===== src/rtl/common.sv =====
// Shared types and default parameters for the branch-predictor slice.
//   u64        : 64-bit address type used for PCs
//   bp_state_t : predictor FSM states (table sweep, normal operation)
package common;

  typedef logic [63:0] u64;

  typedef enum logic [0:0] {
    INIT,
    RUN
  } bp_state_t;

  localparam int unsigned DEF_INDEX_BITS = 10;
  localparam int unsigned DEF_CTR_BITS   = 2;
  localparam int unsigned DEF_GHR_BITS   = 8;
  localparam int unsigned DEF_PC_SHIFT   = 2;

endpackage


===== src/rtl/sat_ctr_update.sv =====
// Combinational next value of a saturating up/down counter.
//   ctr      : current counter value
//   taken    : 1 = count up, 0 = count down
//   ctr_next : updated value, clamped at all-ones and zero
module sat_ctr_update #(
  parameter int unsigned CTR_BITS = 2
) (
  input  logic [CTR_BITS-1:0] ctr,
  input  logic                taken,
  output logic [CTR_BITS-1:0] ctr_next
);

  always_comb begin
    ctr_next = ctr;
    if (taken) begin
      if (ctr != '1) ctr_next = ctr + CTR_BITS'(1);
    end else begin
      if (ctr != '0) ctr_next = ctr - CTR_BITS'(1);
    end
  end

endmodule


===== src/rtl/gshare_predictor.sv =====
// Gshare conditional-branch direction predictor.
//   clk, rst_n        : clock, synchronous active-low reset
//   ready             : table initialised, predictions valid
//   pred_valid/pc     : prediction consumed this cycle / PC to predict
//   pred_taken/ghr    : combinational prediction, history used for it
//   fb_valid/pc/ghr   : resolved branch, its PC and the history snapshot it was predicted with
//   fb_taken          : actual outcome
//   fb_mispredict     : predicted direction was wrong (repairs history)
//   mispredict_count  : saturating count of accepted mispredicts
// After reset the table is swept to weakly-taken, one entry per cycle.
module gshare_predictor
  import common::*;
#(
  parameter int unsigned INDEX_BITS = DEF_INDEX_BITS,
  parameter int unsigned CTR_BITS   = DEF_CTR_BITS,
  parameter int unsigned GHR_BITS   = DEF_GHR_BITS,
  parameter int unsigned PC_SHIFT   = DEF_PC_SHIFT
) (
  input  logic                clk,
  input  logic                rst_n,
  output logic                ready,
  input  logic                pred_valid,
  input  u64                  pred_pc,
  output logic                pred_taken,
  output logic [GHR_BITS-1:0] pred_ghr,
  input  logic                fb_valid,
  input  u64                  fb_pc,
  input  logic [GHR_BITS-1:0] fb_ghr,
  input  logic                fb_taken,
  input  logic                fb_mispredict,
  output logic [31:0]         mispredict_count
);

  localparam int unsigned Entries = 2 ** INDEX_BITS;
  localparam logic [CTR_BITS-1:0] WeakTaken = CTR_BITS'(1 << (CTR_BITS - 1));

  typedef logic [INDEX_BITS-1:0] idx_t;

  function automatic idx_t calc_idx(input u64 pc, input logic [GHR_BITS-1:0] g);
    return pc[INDEX_BITS+PC_SHIFT-1:PC_SHIFT] ^ idx_t'(g);
  endfunction

  bp_state_t           state_q;
  idx_t                sweep_q;
  logic [GHR_BITS-1:0] ghr_q;
  logic [31:0]         mis_q;
  logic [CTR_BITS-1:0] table_q [Entries];

  idx_t                pred_idx, fb_idx, wr_addr;
  logic [CTR_BITS-1:0] ctr_next, wr_data;
  logic                wr_en;
  logic                fb_acc, repair, spec;
  logic [GHR_BITS-1:0] ghr_spec, ghr_fix;

  assign ready            = (state_q == RUN);
  assign pred_idx         = calc_idx(pred_pc, ghr_q);
  assign fb_idx           = calc_idx(fb_pc, fb_ghr);
  assign pred_taken       = ready & table_q[pred_idx][CTR_BITS-1];
  assign pred_ghr         = ghr_q;
  assign mispredict_count = mis_q;

  assign fb_acc = fb_valid & ready;
  assign repair = fb_acc & fb_mispredict;
  assign spec   = pred_valid & ready;

  // A one-bit history has no older bits to keep.
  if (GHR_BITS == 1) begin : g_ghr1
    assign ghr_spec = pred_taken;
    assign ghr_fix  = fb_taken;
  end else begin : g_ghrn
    assign ghr_spec = {ghr_q[GHR_BITS-2:0], pred_taken};
    assign ghr_fix  = {fb_ghr[GHR_BITS-2:0], fb_taken};
  end

  sat_ctr_update #(
    .CTR_BITS (CTR_BITS)
  ) u_sat_ctr_update (
    .ctr      (table_q[fb_idx]),
    .taken    (fb_taken),
    .ctr_next (ctr_next)
  );

  // Single write port: sweep owns it in INIT, feedback in RUN.
  always_comb begin
    wr_en   = 1'b0;
    wr_addr = sweep_q;
    wr_data = WeakTaken;
    if (state_q == INIT) begin
      wr_en = 1'b1;
    end else if (fb_acc) begin
      wr_en   = 1'b1;
      wr_addr = fb_idx;
      wr_data = ctr_next;
    end
  end

  // No reset on the array so it can map onto RAM; the sweep initialises it.
  always_ff @(posedge clk) begin
    if (wr_en && rst_n) table_q[wr_addr] <= wr_data;
  end

  always_ff @(posedge clk) begin
    if (!rst_n) begin
      state_q <= INIT;
      sweep_q <= '0;
      ghr_q   <= '0;
      mis_q   <= '0;
    end else begin
      unique case (state_q)
        INIT: begin
          sweep_q <= sweep_q + idx_t'(1);
          if (sweep_q == '1) state_q <= RUN;
        end
        RUN: begin
          // Repair discards any same-cycle speculative shift.
          if (repair) ghr_q <= ghr_fix;
          else if (spec) ghr_q <= ghr_spec;
          if (repair && (mis_q != '1)) mis_q <= mis_q + 32'd1;
        end
        default: state_q <= INIT;
      endcase
    end
  end

endmodule

===== config.mk =====
export PLATFORM = sky130hd
export DESIGN_NAME = gshare_predictor
export DESIGN_NICKNAME = d
export VERILOG_FILES = /design/src/rtl/common.sv /design/src/rtl/sat_ctr_update.sv /design/src/rtl/gshare_predictor.sv
export SDC_FILE = /design/constraint.sdc
export NUM_CORES = 2
export LEC_CHECK = 0
export ABC_AREA = 1
export CORE_UTILIZATION = 47
export DETAILED_ROUTE_END_ITERATION = 6
export MAX_ROUTING_LAYER = met4
export PLACE_DENSITY_LB_ADDON = 0.1
export SLEW_MARGIN = 30
export SYNTH_ARGS = -nofsm -noshare
export SYNTH_HDL_FRONTEND = slang
export SYNTH_HIERARCHICAL = 1
export SYNTH_SLANG_ARGS = --single-unit
export TNS_END_PERCENT = 50

===== constraint.sdc =====
create_clock -name clk -period 73.5 [get_ports clk]
set_input_delay 11.025 -clock clk [delete_from_list [all_inputs] [get_ports clk]]
set_output_delay 11.025 -clock clk [all_outputs]
set_load 0.01 [all_outputs]

==> summary by stage <==
STA
Setup repair after global routing left no endpoint under its margin. The final critical path takes up between 30% and 40% of the cycle. Static timing analysis puts the maximum clock frequency at 35.2 MHz. Headroom to the max-slew limit came out at approximately a quarter. The total count of hold-check failures in the final report is 0. The final period demand of the worst path is between 20,000 and 30,000 ps.

For the final database, setup skew stands at 37.0 ps. The total of endpoints with negative setup slack in the final report is 0. The number of pins exceeding their max-slew limit in the final report is 0. Summed over all failing endpoints, the final setup total negative slack is 0 ps. At the pin with the least slew margin, the transition time is around 1100 ps.

Logic synthesis
Summing the areas of all fa, ha and maj instances in the mapped netlist gives less than 1% of the synthesized area. The xor/xnor share of the synthesized area is less than 1%. The biggest area contributor in the post-synthesis netlist is sky130_fd_sc_hd__edfxtp_1. A synthesized cell averages roughly 10 sq um.

The number of enable-type register cells in the synthesized netlist is a little over 2,000. The post-synthesis mux area share is 0%. Summing the areas of all compound-gate instances in the mapped netlist gives roughly an eighth of the synthesized area.

The cell count after synthesis is ~9,600. Sequential elements use 63.1% of the synthesized area. In this run the biggest area consumer among cell types represents between 60% and 70% of the synthesized area. For this run, asynchronously set or reset flops after synthesis account for 0%.

The most common flop cell mapped by yosys is sky130_fd_sc_hd__edfxtp_1. The share of synthesized cell area in and, or, nand and nor gates is between 10% and 20%. The mapped cell area is 99,100 sq um. Counting every net in the synthesized netlist gives between 9,000 and 10,000. The register bit total from synthesis is approximately 2,100.

For this run, the number of Yosys warnings is 6. The number of unique standard cell types used by synthesis is 45. After synthesis, the largest family of logic cells by area is simple AND/OR/NAND/NOR gates. Sorting the synthesized cells by area gives the leading types as sky130_fd_sc_hd__edfxtp_1 (62%), sky130_fd_sc_hd__nor2_1 (6.1%), sky130_fd_sc_hd__nand3_1 (5.8%), sky130_fd_sc_hd__o21ai_0 (4.8%), sky130_fd_sc_hd__nand2_1 (4.0%).

Floorplanning
The die span in y is roughly 460 microns. The initialized floorplan defines around 170 standard-cell rows. The initial utilization of the core area, before any placement, comes to a little under half. The die covers between 200,000 and 250,000 sq um. The number of I/O pins is ~180. In this run the standard cell core region covers approximately 210,000 sq um. The chip width is between 400 and 500 microns.

Critical path
The cell family contributing the most delay on the critical path is buffers and inverters. The required time at the worst-slack endpoint is 62,470 ps. The critical path runs through a total of 20 cells. Of all nets on the critical path, the largest fanout is 100. The number of buffers and inverters on the critical path is 6.

The reg2reg setup slack is just under 70,000 ps. On the worst path, the slowest cell contributes a delay of 810 ps. The cell with the largest stage delay on the worst path is sky130_fd_sc_hd__buf_4.

The end of the worst register-to-register path is pred_ghr[0]. Traced cell by cell, the critical path runs through clkdlybuf4s50_1 > inv_1 > nand2_1 > nand2_8 > buf_4 > buf_4 > buf_4 > nand2_1 > o211ai_1 > nand3_1 > nand3_1 > nand3_1 > nand3_1 > nand3_1 > nand3_1 > nand3_1 > nand3_1 > nand2_1 > nor2_1 > clkdlybuf4s50_1. The worst setup path is launched from an input pin. The cell type with the highest occurrence count on the critical path is sky130_fd_sc_hd__nand3_1. The worst reg-to-reg path cell count is 18.

The launch point of the worst reg-to-reg path is pred_ghr[0]. The kind of capture point of the worst setup path is a primary output. The arrival time of the worst setup path is ~17,000 ps. The worst setup path is of the input pin to primary output kind.

Power
Sequential cells account for 48.2% of the total power. In this run, the combinational gates consume ~10% of the power. Total power for the finished layout comes to roughly 2.7 mW.

The total power per unit cell area is roughly 25 nW/um^2. In this run, the clock network consumes between 40% and 50% of the power. The power spent charging and discharging nets is between 0.6 and 0.7 mW. Of the total power, the share spent switching nets is between 20% and 30%. The static leakage is between 30 and 40 nW. Internal power comes to between 2 and 2.5 mW. The worst-case IR drop observed on VDD is about 0.000026 V.

Hold path
In this run the most critical hold path is launched from mispredict_count[23]. The end point of the most critical hold path is mispredict_count[23]. The class of the most critical hold timing path is flop to flop. Counting instances, the worst hold path has a depth of 1.

GRT
The first global-routing pass estimated 492,000 microns of wire. Global routing used 32.7% of the available tracks across all layers. The met1 global-route usage is between 40 and 50%.

The initial antenna violation count was 14. The total congestion overflow is 0. After global routing, the most crowded layer is met2.

The via count of the first global-routing pass is 74,341. The global-route track usage on met3 is around 6.4%. The global-route met2 utilization is roughly half. Entering global routing, the biggest net connects between 200 and 250 pins.

Clocking
The post-cts gate resize count is 0. The number of setup buffers added after CTS is 0. In this run, CTS created clock tree buffers numbering approximately 220.

The H-tree was split into 4 levels. The quantity of hold-fixing buffers added after cts is 0. The insertion delay to the later sink of the worst-skew pair is around 890 ps. The clock passes through at most 3 buffers. The total clock sinks is about 2,100. After clock tree synthesis, the clock-pin slew on the worst setup and hold paths is roughly 50 ps. The root buffer cell is sky130_fd_sc_hd__clkbuf_16. The TritonCTS clock tree is yes.

Placed design
The number of I/O port buffers is 75. In this run, placement finished with an instance count of between 10,000 and 15,000. The instance area at placement is 101,000 sq um. The last weighted congestion value of the routability-driven placer is 0.876. Once detailed placement completed, the half-perimeter wirelength came to around 170,000 microns.

Route
The number of design-rule violations left by the first detailed-router iteration is between 10,000 and 15,000. The via-per-instance ratio is 6.33. Once detail routing completed, the nets flagged for antenna violations numbered 0. The final layout contains routed wiring with a total length of 343,000 microns. The final route contains a little under 80,000 vias. The DRC violation count after routing is 2. For this run, the detailed router's first-pass iteration total came to 7.

The routed length per placed instance is roughly 28 microns.

Layout
The non-filler instance count after layout is roughly 12,000. The total number of nets in the final design is between 9,000 and 10,000. After routing the design area is approximately 110,000 sq um. The area growth from synthesis to layout is 9.69%. The area of the multi-input gates is approximately 32,000 sq um. In the final layout, flip-flops and latches occupy 62,500 sq um.

The number of filler cells placed in the layout is approximately 19,000. Of the cells placed in the final design, the portion with a size suffix greater than 1 is around 7.5%.

Flow run
The max-cap check violation count is 0.

Status
The flow ran to the end, but the final reports show violations. The checks that failed: DRC.
-- worst max-delay path by stage --
stage,start,slack (ps),to
2_1_floorplan,fb_pc[2],32430,table_q[0][0]
3_3_place_gp,pred_pc[2],45300,pred_taken
3_5_place_dp,pred_pc[2],45290,pred_taken
4_1_cts,pred_pc[2],45250,pred_taken
5_1_grt,pred_pc[2],44880,pred_taken
6_report,pred_pc[2],45070,pred_taken
-- flip-flops by register name (all words and copies together), names as in the netlist --
name	count
table_q	2048
mispredict_count	32
sweep_q	10
pred_ghr	8
ready	1
-- Yosys cell counts (2+ instances only) --
cell type / instances
sky130_fd_sc_hd__a31oi_1: 2
sky130_fd_sc_hd__nand2_1: 1045
sky130_fd_sc_hd__edfxtp_1: 2048
sky130_fd_sc_hd__buf_4: 21
sky130_fd_sc_hd__ha_1: 2
sky130_fd_sc_hd__nor2_2: 2
sky130_fd_sc_hd__dfxtp_1: 51
sky130_fd_sc_hd__xnor2_1: 14
sky130_fd_sc_hd__o211ai_1: 446
sky130_fd_sc_hd__nor3_1: 29
sky130_fd_sc_hd__or2_2: 127
sky130_fd_sc_hd__nand4_1: 10
sky130_fd_sc_hd__xor2_1: 5
sky130_fd_sc_hd__inv_2: 7
sky130_fd_sc_hd__nand3_1: 1156
sky130_fd_sc_hd__clkbuf_1: 428
sky130_fd_sc_hd__nor3_2: 2
sky130_fd_sc_hd__o21a_1: 2
sky130_fd_sc_hd__o311ai_1: 16
sky130_fd_sc_hd__clkbuf_2: 4
sky130_fd_sc_hd__buf_1: 67
sky130_fd_sc_hd__buf_2: 297
sky130_fd_sc_hd__a211oi_1: 4
sky130_fd_sc_hd__buf_6: 39
sky130_fd_sc_hd__buf_8: 2
sky130_fd_sc_hd__inv_1: 280
sky130_fd_sc_hd__a21oi_1: 38
sky130_fd_sc_hd__nor2_1: 1604
sky130_fd_sc_hd__o21ai_0: 949
sky130_fd_sc_hd__o21ai_1: 71
sky130_fd_sc_hd__o221ai_1: 283
sky130_fd_sc_hd__o22ai_1: 191
sky130_fd_sc_hd__nor4_1: 5
sky130_fd_sc_hd__or2_1: 127
sky130_fd_sc_hd__xnor2_2: 2
sky130_fd_sc_hd__or2_0: 169
sky130_fd_sc_hd__nand2_2: 7
-- final cells by class --
type | instances | share of cell area, %
Multi-Input combinational cell | 6314 | 29.5
Inverter | 289 | 1.05
Sequential cell | 2099 | 57.5
Clock inverter | 135 | 1.06
Clock buffer | 284 | 5.56
Antenna cell | 6 | 0.0138
Tap cell | 2805 | 3.23
Timing Repair Buffer | 246 | 2.12
-- per-stage QoR --
step / setup slack, ps / hold slack, ps / utilization (%)
3_5_place_dp: 45290 / 481 / 48.4
6_report: 45070 / 486 / 51.9
5_1_grt: 44880 / 515 / 51.9
2_1_floorplan: 32430 / 453 / -
3_3_place_gp: 45300 / 474 / 48.3
4_1_cts: 45250 / 493 / 51.8
-- layout by cell type, fill, tap and decap left out, types with 6 or more instances in the layout --
| cell | instances |
|---|---|
| sky130_fd_sc_hd__a21oi_1 | 38 |
| sky130_fd_sc_hd__buf_12 | 17 |
| sky130_fd_sc_hd__buf_4 | 148 |
| sky130_fd_sc_hd__bufinv_16 | 19 |
| sky130_fd_sc_hd__clkbuf_1 | 47 |
| sky130_fd_sc_hd__clkbuf_16 | 231 |
| sky130_fd_sc_hd__clkbuf_8 | 6 |
| sky130_fd_sc_hd__clkdlybuf4s50_1 | 75 |
| sky130_fd_sc_hd__clkinv_1 | 52 |
| sky130_fd_sc_hd__clkinv_2 | 51 |
| sky130_fd_sc_hd__clkinvlp_4 | 8 |
| sky130_fd_sc_hd__dfxtp_1 | 51 |
| sky130_fd_sc_hd__diode_2 | 6 |
| sky130_fd_sc_hd__edfxtp_1 | 2048 |
| sky130_fd_sc_hd__inv_1 | 276 |
| sky130_fd_sc_hd__nand2_1 | 1011 |
| sky130_fd_sc_hd__nand2_2 | 7 |
| sky130_fd_sc_hd__nand2_4 | 25 |
| sky130_fd_sc_hd__nand2_8 | 10 |
| sky130_fd_sc_hd__nand3_1 | 1156 |
| sky130_fd_sc_hd__nand4_1 | 10 |
| sky130_fd_sc_hd__nor2_1 | 1598 |
| sky130_fd_sc_hd__nor2_2 | 6 |
| sky130_fd_sc_hd__nor3_1 | 27 |
| sky130_fd_sc_hd__o211ai_1 | 446 |
| sky130_fd_sc_hd__o21ai_0 | 948 |
| sky130_fd_sc_hd__o21ai_1 | 72 |
| sky130_fd_sc_hd__o221ai_1 | 283 |
| sky130_fd_sc_hd__o22ai_1 | 191 |
| sky130_fd_sc_hd__o311ai_1 | 16 |
| sky130_fd_sc_hd__or2_0 | 169 |
| sky130_fd_sc_hd__or2_1 | 127 |
| sky130_fd_sc_hd__or2_2 | 126 |
| sky130_fd_sc_hd__xnor2_2 | 12 |
-- power groups by stage --
| stage | Clock [mW] | Combinational [mW] | Sequential [mW] |
|---|---|---|---|
| 2_1_floorplan | 0 | 0.170 | 1.32 |
| 4_1_cts | 1.13 | 0.263 | 1.29 |
| 3_3_place_gp | 0 | 0.260 | 1.32 |
| 3_5_place_dp | 0 | 0.262 | 1.32 |
| 5_1_grt | 1.17 | 0.285 | 1.29 |
| 6_report | 1.12 | 0.270 | 1.29 |
-- cell families after synthesis --
| kind of cell | Yosys count |
|---|---|
| xor gates and xnor gates | 21 |
| adders and majority gates | 2 |
| DFF | 2099 |
| buffers and inverters | 1147 |
| and+or+nand+nor | 4285 |
| AOI/OAI and AO/OA | 2006 |
-- layer usage --
layer | wire, microns | vias to the layer above
met3 | 38300 | 789
met2 | 152000 | 4318
met5 | 0 | -
met1 | 138000 | 38111
li1 | - | 33832
met4 | 14500 | 0
Note: power is estimated with default switching activity, not from simulation.
